$ cat src/rtl/mul_pkg.sv
// Shared types and constants for the sequential Booth multiplier.
// Holds the FSM state encoding and the decode of the (Q[0], q_m1) Booth pair.
package mul_pkg;

  typedef enum logic [1:0] {
    IDLE = 2'd0,
    CALC = 2'd1,
    DONE = 2'd2
  } mul_state_t;

  localparam logic [1:0] BOOTH_NOP = 2'b00;
  localparam logic [1:0] BOOTH_ADD = 2'b01;
  localparam logic [1:0] BOOTH_SUB = 2'b10;

endpackage

$ cat src/rtl/booth_step.sv
// One radix-2 Booth step: conditional add/sub of M into A, then arithmetic
// right shift of {A, Q, q_m1}. Purely combinational, reused every CALC cycle.
module booth_step
  import mul_pkg::*;
#(
  parameter int WIDTH = 32
) (
  input  logic [WIDTH+1:0] a_i,
  input  logic [WIDTH:0]   q_i,
  input  logic             qm1_i,
  input  logic [WIDTH+1:0] m_i,
  output logic [WIDTH+1:0] a_o,
  output logic [WIDTH:0]   q_o,
  output logic             qm1_o
);

  logic [WIDTH+1:0] sum;

  always_comb begin
    sum = a_i;
    case ({q_i[0], qm1_i})
      BOOTH_ADD: sum = a_i + m_i;
      BOOTH_SUB: sum = a_i - m_i;
      BOOTH_NOP: sum = a_i;
      default:   sum = a_i;
    endcase
  end

  // Old q_m1 falls off the bottom; A's sign bit is replicated at the top.
  assign {a_o, q_o, qm1_o} = {sum[WIDTH+1], sum, q_i};

endmodule

$ cat src/rtl/booth_multiplier_seq.sv
// Multi-cycle radix-2 Booth multiplier, one step per clock, signed/unsigned.
// Product appears WIDTH+1 cycles after accept and is held until consumed.
module booth_multiplier_seq
  import mul_pkg::*;
#(
  parameter int WIDTH = 32
) (
  input  logic               clock,
  input  logic               reset_n,
  input  logic               in_valid,
  output logic               in_ready,
  input  logic               in_signed,
  input  logic [WIDTH-1:0]   in_a,
  input  logic [WIDTH-1:0]   in_b,
  output logic               out_valid,
  input  logic               out_ready,
  output logic [2*WIDTH-1:0] out_product,
  output logic               busy
);

  localparam int CNT_W = $clog2(WIDTH + 2);

  mul_state_t         state_q, state_d;
  logic [WIDTH+1:0]   a_q, a_d;
  logic [WIDTH+1:0]   m_q, m_d;
  logic [WIDTH:0]     q_q, q_d;
  logic               qm1_q, qm1_d;
  logic [CNT_W-1:0]   cnt_q, cnt_d;
  logic [2*WIDTH-1:0] prod_q, prod_d;

  logic [WIDTH+1:0]   a_step;
  logic [WIDTH:0]     q_step;
  logic               qm1_step;

  booth_step #(.WIDTH(WIDTH)) u_step (
    .a_i   (a_q),
    .q_i   (q_q),
    .qm1_i (qm1_q),
    .m_i   (m_q),
    .a_o   (a_step),
    .q_o   (q_step),
    .qm1_o (qm1_step)
  );

  always_ff @(posedge clock or negedge reset_n) begin
    if (!reset_n) begin
      state_q <= IDLE;
      a_q     <= '0;
      m_q     <= '0;
      q_q     <= '0;
      qm1_q   <= 1'b0;
      cnt_q   <= '0;
      prod_q  <= '0;
    end else begin
      state_q <= state_d;
      a_q     <= a_d;
      m_q     <= m_d;
      q_q     <= q_d;
      qm1_q   <= qm1_d;
      cnt_q   <= cnt_d;
      prod_q  <= prod_d;
    end
  end

  always_comb begin
    state_d = state_q;
    a_d     = a_q;
    m_d     = m_q;
    q_d     = q_q;
    qm1_d   = qm1_q;
    cnt_d   = cnt_q;
    prod_d  = prod_q;
    case (state_q)
      IDLE: begin
        if (in_valid) begin
          state_d = CALC;
          // Q gets one extension bit and M two, so unsigned operands stay
          // positive and A never overflows.
          m_d     = in_signed ? {{2{in_a[WIDTH-1]}}, in_a} : {2'b00, in_a};
          q_d     = {in_signed & in_b[WIDTH-1], in_b};
          a_d     = '0;
          qm1_d   = 1'b0;
          cnt_d   = '0;
        end
      end
      CALC: begin
        a_d   = a_step;
        q_d   = q_step;
        qm1_d = qm1_step;
        cnt_d = cnt_q + CNT_W'(1);
        if (cnt_q == CNT_W'(WIDTH)) begin
          state_d = DONE;
          prod_d  = {a_step[WIDTH-2:0], q_step};
        end
      end
      DONE: begin
        if (out_ready) state_d = IDLE;
      end
      default: state_d = IDLE;
    endcase
  end

  assign in_ready    = (state_q == IDLE);
  assign out_valid   = (state_q == DONE);
  assign busy        = (state_q != IDLE);
  assign out_product = prod_q;

endmodule

$ cat config.mk
export PLATFORM = sky130hd
export DESIGN_NAME = booth_multiplier_seq
export DESIGN_NICKNAME = d
export VERILOG_FILES = /design/src/rtl/mul_pkg.sv /design/src/rtl/booth_step.sv /design/src/rtl/booth_multiplier_seq.sv
export SDC_FILE = /design/constraint.sdc
export NUM_CORES = 1
export LEC_CHECK = 0
export CAP_MARGIN = 20
export CORE_UTILIZATION = 30
export DETAILED_ROUTE_END_ITERATION = 8
export GPL_ROUTABILITY_DRIVEN = 0
export GPL_TIMING_DRIVEN = 0
export PLACE_DENSITY_LB_ADDON = 0.08
export SETUP_SLACK_MARGIN = 0.2
export SLEW_MARGIN = 0
export SYNTH_ARGS = -nofsm -noshare
export SYNTH_HDL_FRONTEND = slang
export SYNTH_HIERARCHICAL = 1
export SYNTH_SLANG_ARGS = --single-unit
$ cat constraint.sdc
create_clock -name clock -period 5.3 [get_ports clock]
set_clock_uncertainty 0.2 [all_clocks]
set_input_delay 0.53 -clock clock [delete_from_list [all_inputs] [get_ports clock]]
set_output_delay 0.53 -clock clock [all_outputs]
set_load 0.05 [all_outputs]
==> results of run 1 <==
-- cells in the final DEF (no fill, tap or decap), drive strengths merged, types with 3 or more instances in the layout --
| cell type | synthesis | layout |
|---|---|---|
| a21o | 14 | 14 |
| a21oi | 52 | 52 |
| a221oi | 3 | 3 |
| a22oi | 66 | 66 |
| a31o | 3 | 3 |
| a31oi | 6 | 6 |
| and2 | 7 | 7 |
| and3 | 8 | 8 |
| buf | 50 | 55 |
| clkbuf | 44 | 64 |
| clkdlybuf4s50 | 0 | 134 |
| clkinv | 0 | 4 |
| dfrtp | 173 | 173 |
| ha | 37 | 37 |
| inv | 25 | 30 |
| mux2 | 66 | 66 |
| mux2i | 5 | 5 |
| nand2 | 220 | 220 |
| nand2b | 7 | 7 |
| nand3 | 44 | 44 |
| nor2 | 47 | 47 |
| nor2b | 6 | 6 |
| nor3 | 13 | 13 |
| nor4 | 3 | 3 |
| o21ai | 77 | 77 |
| o21bai | 8 | 8 |
| o31ai | 6 | 6 |
| o41ai | 3 | 3 |
| or3 | 6 | 6 |
| xnor2 | 47 | 47 |
| xor2 | 13 | 13 |
-- sequential cells by signal, indices dropped and copies added (netlist names) --
signal,cells
cnt_q,6
q_q,33
state_q,2
out_product,64
qm1_q,1
m_q,33
a_q,34
-- power by group through the flow --
stage               Combinational (mW)  Sequential (mW)  Clock (mW)
floorplan                         3.85             2.85           0
global placement                  6.02             2.36           0
detailed placement                6.04             2.36           0
CTS                               6.07             2.35        1.33
global route                      6.75             2.43        1.37
finish                            6.04             2.35        1.28
-- worst max path at each step --
stage	slack, ps	depth (start not counted)	start	endpoint
after CTS	230	16	m_q[2]	out_product[58]
after global placement	-4560	1	reset_n	out_product[7]
after global routing	200	18	m_q[10]	a_q[33]
after detailed placement	-90	16	m_q[2]	out_product[58]
after floorplan	950	16	m_q[10]	a_q[31]
final	480	18	m_q[10]	a_q[33]
-- per-stage QoR --
step / power, mW / cells
after floorplan: 6.70 / 1091
after global placement: 8.38 / 1668
after detailed placement: 8.41 / 1669
after CTS: 9.75 / 1702
after global routing: 10.6 / 1705
final: 9.67 / 1705
-- final cells by class --
class,count,area (um2)
clock inverters,12,125
fillers,3454,20200
inverters,25,93.8
plain buffers,94,567
well taps,442,553
repair buffers,140,1420
clock buffers,20,457
flip-flops and latches,173,4330
multi-input cells,799,5160
-- cell families after synthesis --
family,synth area share
buf+inv,0.0653
flops,0.428
compound gates,0.164
xor+xnor,0.0527
fa+ha+maj,0.0477
mux,0.0784
simple gates,0.164
-- metal layers --
layer  part of all wire  up-vias
li1                   -     4099
met1               0.49     4020
met2               0.45      135
met3              0.051       17
met4              0.012        2
met5            0.00038        -
-- repair_timing --
item,CTS,global route
setup buffers,0,3
pin swaps,0,2
hold endpoints to repair,63,0
gates resized for setup,1,4
hold buffers,1,0
setup endpoints to repair,15,17
cloned,0,0
==> metrics, run 1 <==
GR Util met2=0.280; CP Max Fanout=6; GR peak layer=met2; status=completed; Slew @ Worst Pin=777 ps; cell family with most CP delay=simple AND/OR/NAND/NOR gates; met3 Use GR=0.0483; Psw=4.74 mW; hold path depth=1; crit share post-route=0.909; Die W=186 um; Hold Path End=out_product[44]; GRT Overall Usage=0.179; end of the worst register-to-register path=a_q[33]; RSZ-0062 raised after global routing=false; CTS Sinks=173; Slew Limit Fails=0; top post-synthesis cells by area=dfrtp_1 43%, nand2_1 8.2%, mux2_1 5.5%; flop2flop setup slack=between 400 and 500 ps; DR WL/cell=17.1 um; first-pass GRT wire length=47,200 um; grt ovf=0; Flop pwr share=0.243; Clock Power Share=0.133; pre-CTS setup slack=-89.3 ps; Post-DP Area=0.0121 mm2; DIE HEIGHT=about 190 um; #FFs+latches synth=roughly 170; nets@finish=about 1.4k; Hold Fails Final Rpt=0; fin worst setup slack=between 400 and 500 ps; critical setup path kind=register to register; Sw Ratio=0.490; min-delay src=out_product[44]; Synth Cell Area=0.0101 mm2; CP max stage cell=or3_1; drt first-iter violations=~300; power per cell area=762 mW/mm2; # diodes=0; Vias/cell=roughly 4.9; VDD IR-drop max=321 uV; Crit. End Element=register; Post-DP HPWL=between 20,000 and 25,000 um; final setup fails=0; P_leak=approximately 5.4 nW; Setup TNS=0 ps; Critical Path RT=5490 ps; core area=0.0329 mm2; cell row count=66; Pint=4.93 mW; Design Area, Final=0.0127 mm2; layout cells sized above 1=0.0934; I/O Pins=136; CTS tree=built; CTS root buffer=clkbuf_16; IO Port Bufs=135; Clock Pin Slew Worst Setup and Hold Paths=~70 ps; CP peak stage delay=440 ps; CP Launch Type=register; Mapped Avg Cell Area=9.27 um2; Post-synth ARST share=1.00; H-tree depth=4; top cell types by occurrence after synthesis=220 x nand2_1, 173 x dfrtp_1, 69 x o21ai_0, 66 x a22oi_1, 52 x a21oi_1; clock buffer depth=2; cell with the most instances after synthesis=nand2_1; Mapped Cells=1,091; Synth area leader=dfrtp_1; Synth top area share=0.428; Final Util=0.386; vias in the first global route=8,409; EDFF count, synth=0; max_cap viols=0; pin count of the biggest net entering global routing=111; Comb power frac=0.625; Clock Latency Late Sink=460 ps; Post-route DRC=0; CP Cell Sequence=or3_1 > or3_1 > nor3_4 > a21oi_1 > xnor2_1 > ha_1 > and2_1 > a221oi_1 > o21ai_1 > a31o_1 > a41o_1 > a31oi_1 > o22ai_1 > mux2i_1 > xnor2_1 > buf_4 > nand2_1 > nand2_1; Yosys warnings=6; count of buffer and inverter cells on the critical path=1; drt first pass iters=5; worst min path class=register to register; share of the yosys chip area belonging to registers=0.428; FMAX=roughly 210 MHz; Rel. slew slack=0.482; number of CTS-inserted buffers=17; initial antenna violation count=1; Main synth FF type=dfrtp_1; Die ar.=0.0345 mm2; Layout Area Growth over Synthesis=25.6%; DRT Wirelength=29,200 um; count of different cell masters after synthesis=69; signal arrival time at the worst endpoint=~5000 ps; starting density of the core=0.308; Final min period=4820 ps; GR Layer Usage met1=0.241; Post-DRT Antenna Nets=0; r2r startpoint=m_q[10]; worst hold slack=287 ps; Reg2Reg Depth=18; Net Count, Synth=1,198; Vias=8,273
No activity file was read; power rests on OpenSTA's default activity.
==> inputs of run 2 (changes only) <==
--- a/config.mk
+++ b/config.mk
@@ -5,8 +5,7 @@
 export SDC_FILE = /design/constraint.sdc
 export NUM_CORES = 1
 export LEC_CHECK = 0
-export CAP_MARGIN = 20
-export CORE_UTILIZATION = 30
+export CORE_UTILIZATION = 35
 export DETAILED_ROUTE_END_ITERATION = 8
 export GPL_ROUTABILITY_DRIVEN = 0
 export GPL_TIMING_DRIVEN = 0
==> metrics, run 2 (synthesized netlist as in run 1, its figures left out) <==
status=completed; DR WL/cell=16.9 um (-1.2%); power per cell area=767 mW/mm2 (+0.70%); Crit. End Element=register; CTS Sinks=173 (unchanged); drt first pass iters=5 (unchanged); Clock Latency Late Sink=440 ps (-20 ps); pre-CTS setup slack=27.8 ps (+117 ps); Vias/cell=5.03 (+3.7%); I/O Pins=136 (unchanged); FMAX=208 MHz (about the same); P_leak=5.44 nW (-0.19%); VDD IR-drop max=264 uV (-18%); worst min path class=register to register; Post-DP Area=0.0120 mm2 (-0.66%); crit share post-route=0.909 (about the same); min-delay src=out_product[52]; RSZ-0062 raised after global routing=false; Die ar.=0.0296 mm2 (-14%); critical setup path kind=register to register; max_cap viols=0 (unchanged); Vias=8,248 (-0.30%); Pint=4.92 mW (-0.37%); layout cells sized above 1=0.0936 (+0.000148); H-tree depth=4 (unchanged); end of the worst register-to-register path=a_q[31]; IO Port Bufs=135 (unchanged); Psw=4.76 mW (+0.45%); vias in the first global route=8,383 (-0.31%); r2r startpoint=m_q[10]; max reg flops=64 (unchanged); core area=0.0281 mm2 (-15%); Rel. slew slack=0.476 (-0.00579); drt first-iter violations=405 (+35%); Post-DP HPWL=20,200 um (-4.3%); CP Launch Type=register; initial antenna violation count=0 (-1); Final Util=0.449 (+0.0628); grt ovf=0 (unchanged); fin worst setup slack=481 ps (-1.39 ps); Post-DRT Antenna Nets=0 (unchanged); # diodes=0 (unchanged); commonest non-fill, non-tap cells in the layout=220 x nand2_1, 173 x dfrtp_1, 134 x clkdlybuf4s50_1, 69 x o21ai_0, 66 x a22oi_1; Pwr Total=9.68 mW (about the same); Post-route DRC=0 (unchanged); Hold Fails Final Rpt=0 (unchanged); Final min period=4820 ps (+1.40 ps); final setup fails=0 (unchanged); Critical Path RT=5430 ps (-60 ps); Layout Area Growth over Synthesis=24.7%; first-pass GRT wire length=45,200 um (-4.1%); clock buffer depth=2 (unchanged); Reg2Reg Depth=17 (-1); Design Area, Final=0.0126 mm2 (-0.66%); Hold Path End=out_product[52]; DRT Wirelength=27,700 um (-5.0%); number of CTS-inserted buffers=17 (unchanged); cell row count=61 (-7.6%); pin count of the biggest net entering global routing=91 (-18%); GRT Overall Usage=0.197 (+0.0187); worst hold slack=283 ps (-4.32 ps); Slew @ Worst Pin=783 ps (+5.26 ps); commonest non-fill, non-tap cell in the layout=nand2_1; CTS tree=built; Slew Limit Fails=0 (unchanged); CP Max Fanout=6 (unchanged); Sw Ratio=0.492 (+0.00206); nets@finish=1,355 (-0.15%); CTS root buffer=clkbuf_16; hold path depth=1 (unchanged); Die W=172 um (-7.3%); Flop pwr share=0.242 (about the same); DIE HEIGHT=172 um (-7.3%); starting density of the core=0.360 (+0.0524); signal arrival time at the worst endpoint=4950 ps (-60 ps); Clock Power Share=0.135 (+0.002); Clock Pin Slew Worst Setup and Hold Paths=80 ps (about the same); flop2flop setup slack=480 ps (about the same); Comb power frac=0.624 (about the same)
[run 2: routing by layer]
| layer | share of wire | up-vias | global-route usage |
|---|---|---|---|
| li1 | - | 4099 | - |
| met1 | 0.47 | 3960 | 0.263 |
| met2 | 0.46 | 166 | 0.320 |
| met3 | 0.054 | 23 | 0.0433 |
| met4 | 0.014 | 0 | 0.0573 |
| met5 | 0 | - | 0 |
[run 2: stage by stage]
stage / instances / setup TNS [ps]
detailed placement: 1605 / 0
finish: 1639 / 0
floorplan: 1091 / 0
CTS: 1638 / 0
global route: 1639 / 0
global placement: 1604 / -758270
[run 2: worst max path at each step]
stage / startpoint / end / slack [ps] / depth (start not counted)
floorplan: m_q[10] / a_q[31] / 950 / 16
global placement: reset_n / out_product[8] / -4410 / 1
detailed placement: m_q[10] / out_product[62] / 30 / 16
CTS: m_q[10] / out_product[62] / 310 / 16
global route: q_q[0] / a_q[31] / 210 / 17
finish: m_q[10] / a_q[31] / 480 / 17
[run 2: critical path, stage by stage (launching register included)]
cell and delay [ps]:
dfrtp_1 420, or3_1 430, or3_1 430, nor3b_4 210, buf_4 180, a21oi_1 90
xnor2_1 210, ha_1 310, and2_1 230, and3_1 230, a221o_1 360, o2111a_1 290
o41ai_2 410, a21oi_1 150, xor2_1 170, mux2_2 260, nand2_1 60, nand2_1 60
[run 2: final cells by class]
type	count	area [um2]
Sequential cell	173	4330
Fill cell	2829	15500
Clock inverter	15	173
Inverter	25	93.8
Clock buffer	17	425
Buffer	94	567
Multi-Input combinational cell	799	5160
Tap cell	378	473
Timing Repair Buffer	138	1400
[run 2: power by group through the flow]
| stage | sequential (mW) | clock [mW] | combinational (mW) |
|---|---|---|---|
| floorplan | 2.85 | 0 | 3.85 |
| global placement | 2.36 | 0 | 5.97 |
| detailed placement | 2.36 | 0 | 6.01 |
| CTS | 2.35 | 1.34 | 6.04 |
| global route | 2.43 | 1.38 | 6.74 |
| finish | 2.34 | 1.30 | 6.03 |
[run 2: what timing repair did]
action | 4_1_cts | 5_1_grt
setup endpoints to repair | 12 | 9
pin swaps | 0 | 1
gates resized for setup | 1 | 4
buffers inserted | 0 | 1
hold buffers | 1 | 0
endpoints found under the hold margin | 89 | 0
==> inputs of run 3 (changes only) <==
--- a/config.mk
+++ b/config.mk
@@ -14,5 +14,4 @@
 export SLEW_MARGIN = 0
 export SYNTH_ARGS = -nofsm -noshare
 export SYNTH_HDL_FRONTEND = slang
-export SYNTH_HIERARCHICAL = 1
 export SYNTH_SLANG_ARGS = --single-unit
==> metrics, run 3 <==
Layout Area Growth over Synthesis=25.3%; commonest non-fill, non-tap cells in the layout=273 x nand2_1, 172 x dfrtp_1, 134 x clkdlybuf4s50_1, 86 x nor2_1, 70 x nand3_1; top post-synthesis cells by area=dfrtp_1 44%, nand2_1 11%, ha_1 4.8%; dpl cells=1,660 (+3.4%); vias in the first global route=8,487 (+1.2%); Die ar.=0.0284 mm2 (-4.0%); met3 Use GR=0.0325 (-0.0108); first-pass GRT wire length=47,900 um (+5.9%); I/O Pins=136 (unchanged); signal arrival time at the worst endpoint=4930 ps (-20 ps); Rel. slew slack=0.491 (+0.0151); Slew @ Worst Pin=763 ps (-19.2 ps); IO Port Bufs=135 (unchanged); DRT Wirelength=29,900 um (+8.0%); crit share post-route=0.907 (-0.00200); layout cells sized above 1=0.0409 (-0.0527); critical path depth=13 (-4); starting density of the core=0.358 (-0.00199); clock buffer depth=2 (unchanged); Clock Latency Late Sink=440 ps (about the same); area share of fa/ha/maj cells after synthesis=0.0498 (+0.00201); Post-Layout Cell Count=1,693 (+3.3%); RSZ-0062 raised after global routing=false; drt first-iter violations=604 (+49%); max_cap viols=0 (unchanged); Reg2Reg Depth=13 (-4); GRT Overall Usage=0.218 (+0.0204); Die W=169 um (-2.0%); CP peak stage delay=610 ps (+180 ps); Hold Fails Final Rpt=0 (unchanged); Post-route DRC=0 (unchanged); Yosys warnings=0 (-6); Mapped Avg Cell Area=8.43 um2 (-9.1%); Vias=8,769 (+6.3%); Clock Pin Slew Worst Setup and Hold Paths=80 ps (about the same); worst min path class=register to register; CP Launch Type=register; Post-Synth XOR/XNOR Area=0.0460 (-0.00667); Post-CTS Setup Bufs=0 (unchanged); CTS tree=built; FMAX=208 MHz (+0.22%); Main synth FF type=dfrtp_1; EDFF count, synth=0 (unchanged); count of different cell masters after synthesis=61 (-12%); Final min period=4810 ps (-10.6 ps); Vias/cell=5.18 (+2.9%); drt first pass iters=5 (unchanged); final setup fails=0 (unchanged); grt ovf=0 (unchanged); Mapped Cells=1,152 (+5.6%); Post-DP HPWL=22,300 um (+10%); initial antenna violation count=0 (unchanged); count of buffer and inverter cells on the critical path=2 (+1); Synth area leader=dfrtp_1; commonest non-fill, non-tap cell in the layout=nand2_1; DR WL/cell=17.7 um (+4.5%); largest family of logic cells by synthesized area=simple AND/OR/NAND/NOR gates; Net Count, Synth=1,259 (+5.1%); Synth top area share=0.443 (+0.0155); flop2flop setup slack=490 ps (about the same); DIE HEIGHT=169 um (-2.0%); Synth Area in Simple Gates=0.235 (+0.0711); CP Cell Sequence=ha_1 > clkbuf_1 > clkbuf_1 > mux2i_1 > ha_1 > nor2b_1 > o2111ai_1 > a21oi_1 > a211oi_2 > nor2_2 > a211oi_2 > mux2i_1 > nand3_1; # diodes=0 (unchanged); cell with the most instances after synthesis=nand2_1; GR Util met2=0.323 (+0.00352); Synth Cell Area=0.00971 mm2 (-4.0%); CTS Sinks=172 (-0.58%); Crit. End Element=register; Synth Area in Compound Gates=0.167 (+0.00317); GR peak layer=met1; core area=0.0271 mm2 (-3.5%); critical setup path kind=register to register; share of the yosys chip area belonging to registers=0.443 (+0.0155); hold path depth=2 (+1); Post-DRT Antenna Nets=0 (unchanged); top cell types by occurrence after synthesis=273 x nand2_1, 172 x dfrtp_1, 86 x nor2_1, 70 x nand3_1, 62 x clkbuf_1; cell row count=60 (-1.6%); #FFs+latches synth=172 (-0.58%); nets@finish=1,415 (+4.4%); GR Layer Usage met1=0.329 (+0.0659); CP Max Fanout=10 (+4); CTS root buffer=clkbuf_16; max reg flops=64 (unchanged); cell family with most CP delay=compound AO/OA/AOI/OAI gates; Slew Limit Fails=0 (unchanged); number of CTS-inserted buffers=17 (unchanged); Critical Path RT=5420 ps (about the same); CP max stage cell=mux2i_1; Post-synth ARST share=1.00 (unchanged); H-tree depth=4 (unchanged); pin count of the biggest net entering global routing=113 (+24%); mux share of post-synthesis cell area=0.0228 (-0.0556); status=completed
[run 3: layout make-up]
type,instances,area [um2]
fill,2728,14900
multi-input combinational,888,5060
sequential,172,4300
timing repair buffer,137,1390
tap,372,465
clock buffer,18,439
buffer,69,262
clock inverter,14,148
inverter,23,86.3
[run 3: metrics by stage]
step / setup TNS [ps] / cell area, um2 / worst slack (ps) / utilization / hold WS, ps
final: 0 / 12200 / 492 / 0.449 / 275
after floorplan: 0 / 9710 / 1290 / - / 34.4
after detailed placement: 0 / 11600 / 524 / 0.426 / 263
after CTS: 0 / 12200 / 490 / 0.448 / 283
after global placement: -715810 / 11500 / -4180 / 0.425 / 257
after global routing: 0 / 12200 / 295 / 0.449 / 293
[run 3: worst paths after layout]
path                           startpoint         endpoint
setup / recovery                   q_q[0]  out_product[59]
hold / removal             out_product[4]   out_product[4]
setup reg to reg                   q_q[0]  out_product[59]
hold reg to reg            out_product[4]   out_product[4]
max in group asynchronous         reset_n          a_q[18]
min in group asynchronous         reset_n  out_product[14]
[run 3: cell families (layout without fill, tap and decap cells)]
| kind of cell | Yosys count | count (layout) |
|---|---|---|
| compound gates | 255 | 255 |
| xor+xnor | 51 | 51 |
| fa+ha+maj | 38 | 38 |
| buf+inv | 92 | 261 |
| flops | 172 | 172 |
| mux | 22 | 22 |
| simple gates | 522 | 522 |
[run 3: metal layers]
metal,vias up,routed length (um)
met5,-,0
met4,0,412
met3,29,1430
met2,262,12900
met1,4163,15200
li1,4315,-
[run 3: what timing repair did]
| action | 4_1_cts | 5_1_grt |
|---|---|---|
| setup endpoints to repair | 0 | 5 |
| hold buffers | 1 | 0 |
| endpoints found under the hold margin | 60 | 0 |
| gates resized for setup | 0 | 1 |
[run 3: worst min-delay path, cell delays in order (launching register included)]
cell and delay, ps:
dfrtp_1 340, nand2_1 50, nand2_1 50
Power of run 3 is not shown: default switching activity piles up to over one toggle a cycle in this logic, so the estimate is an artifact.
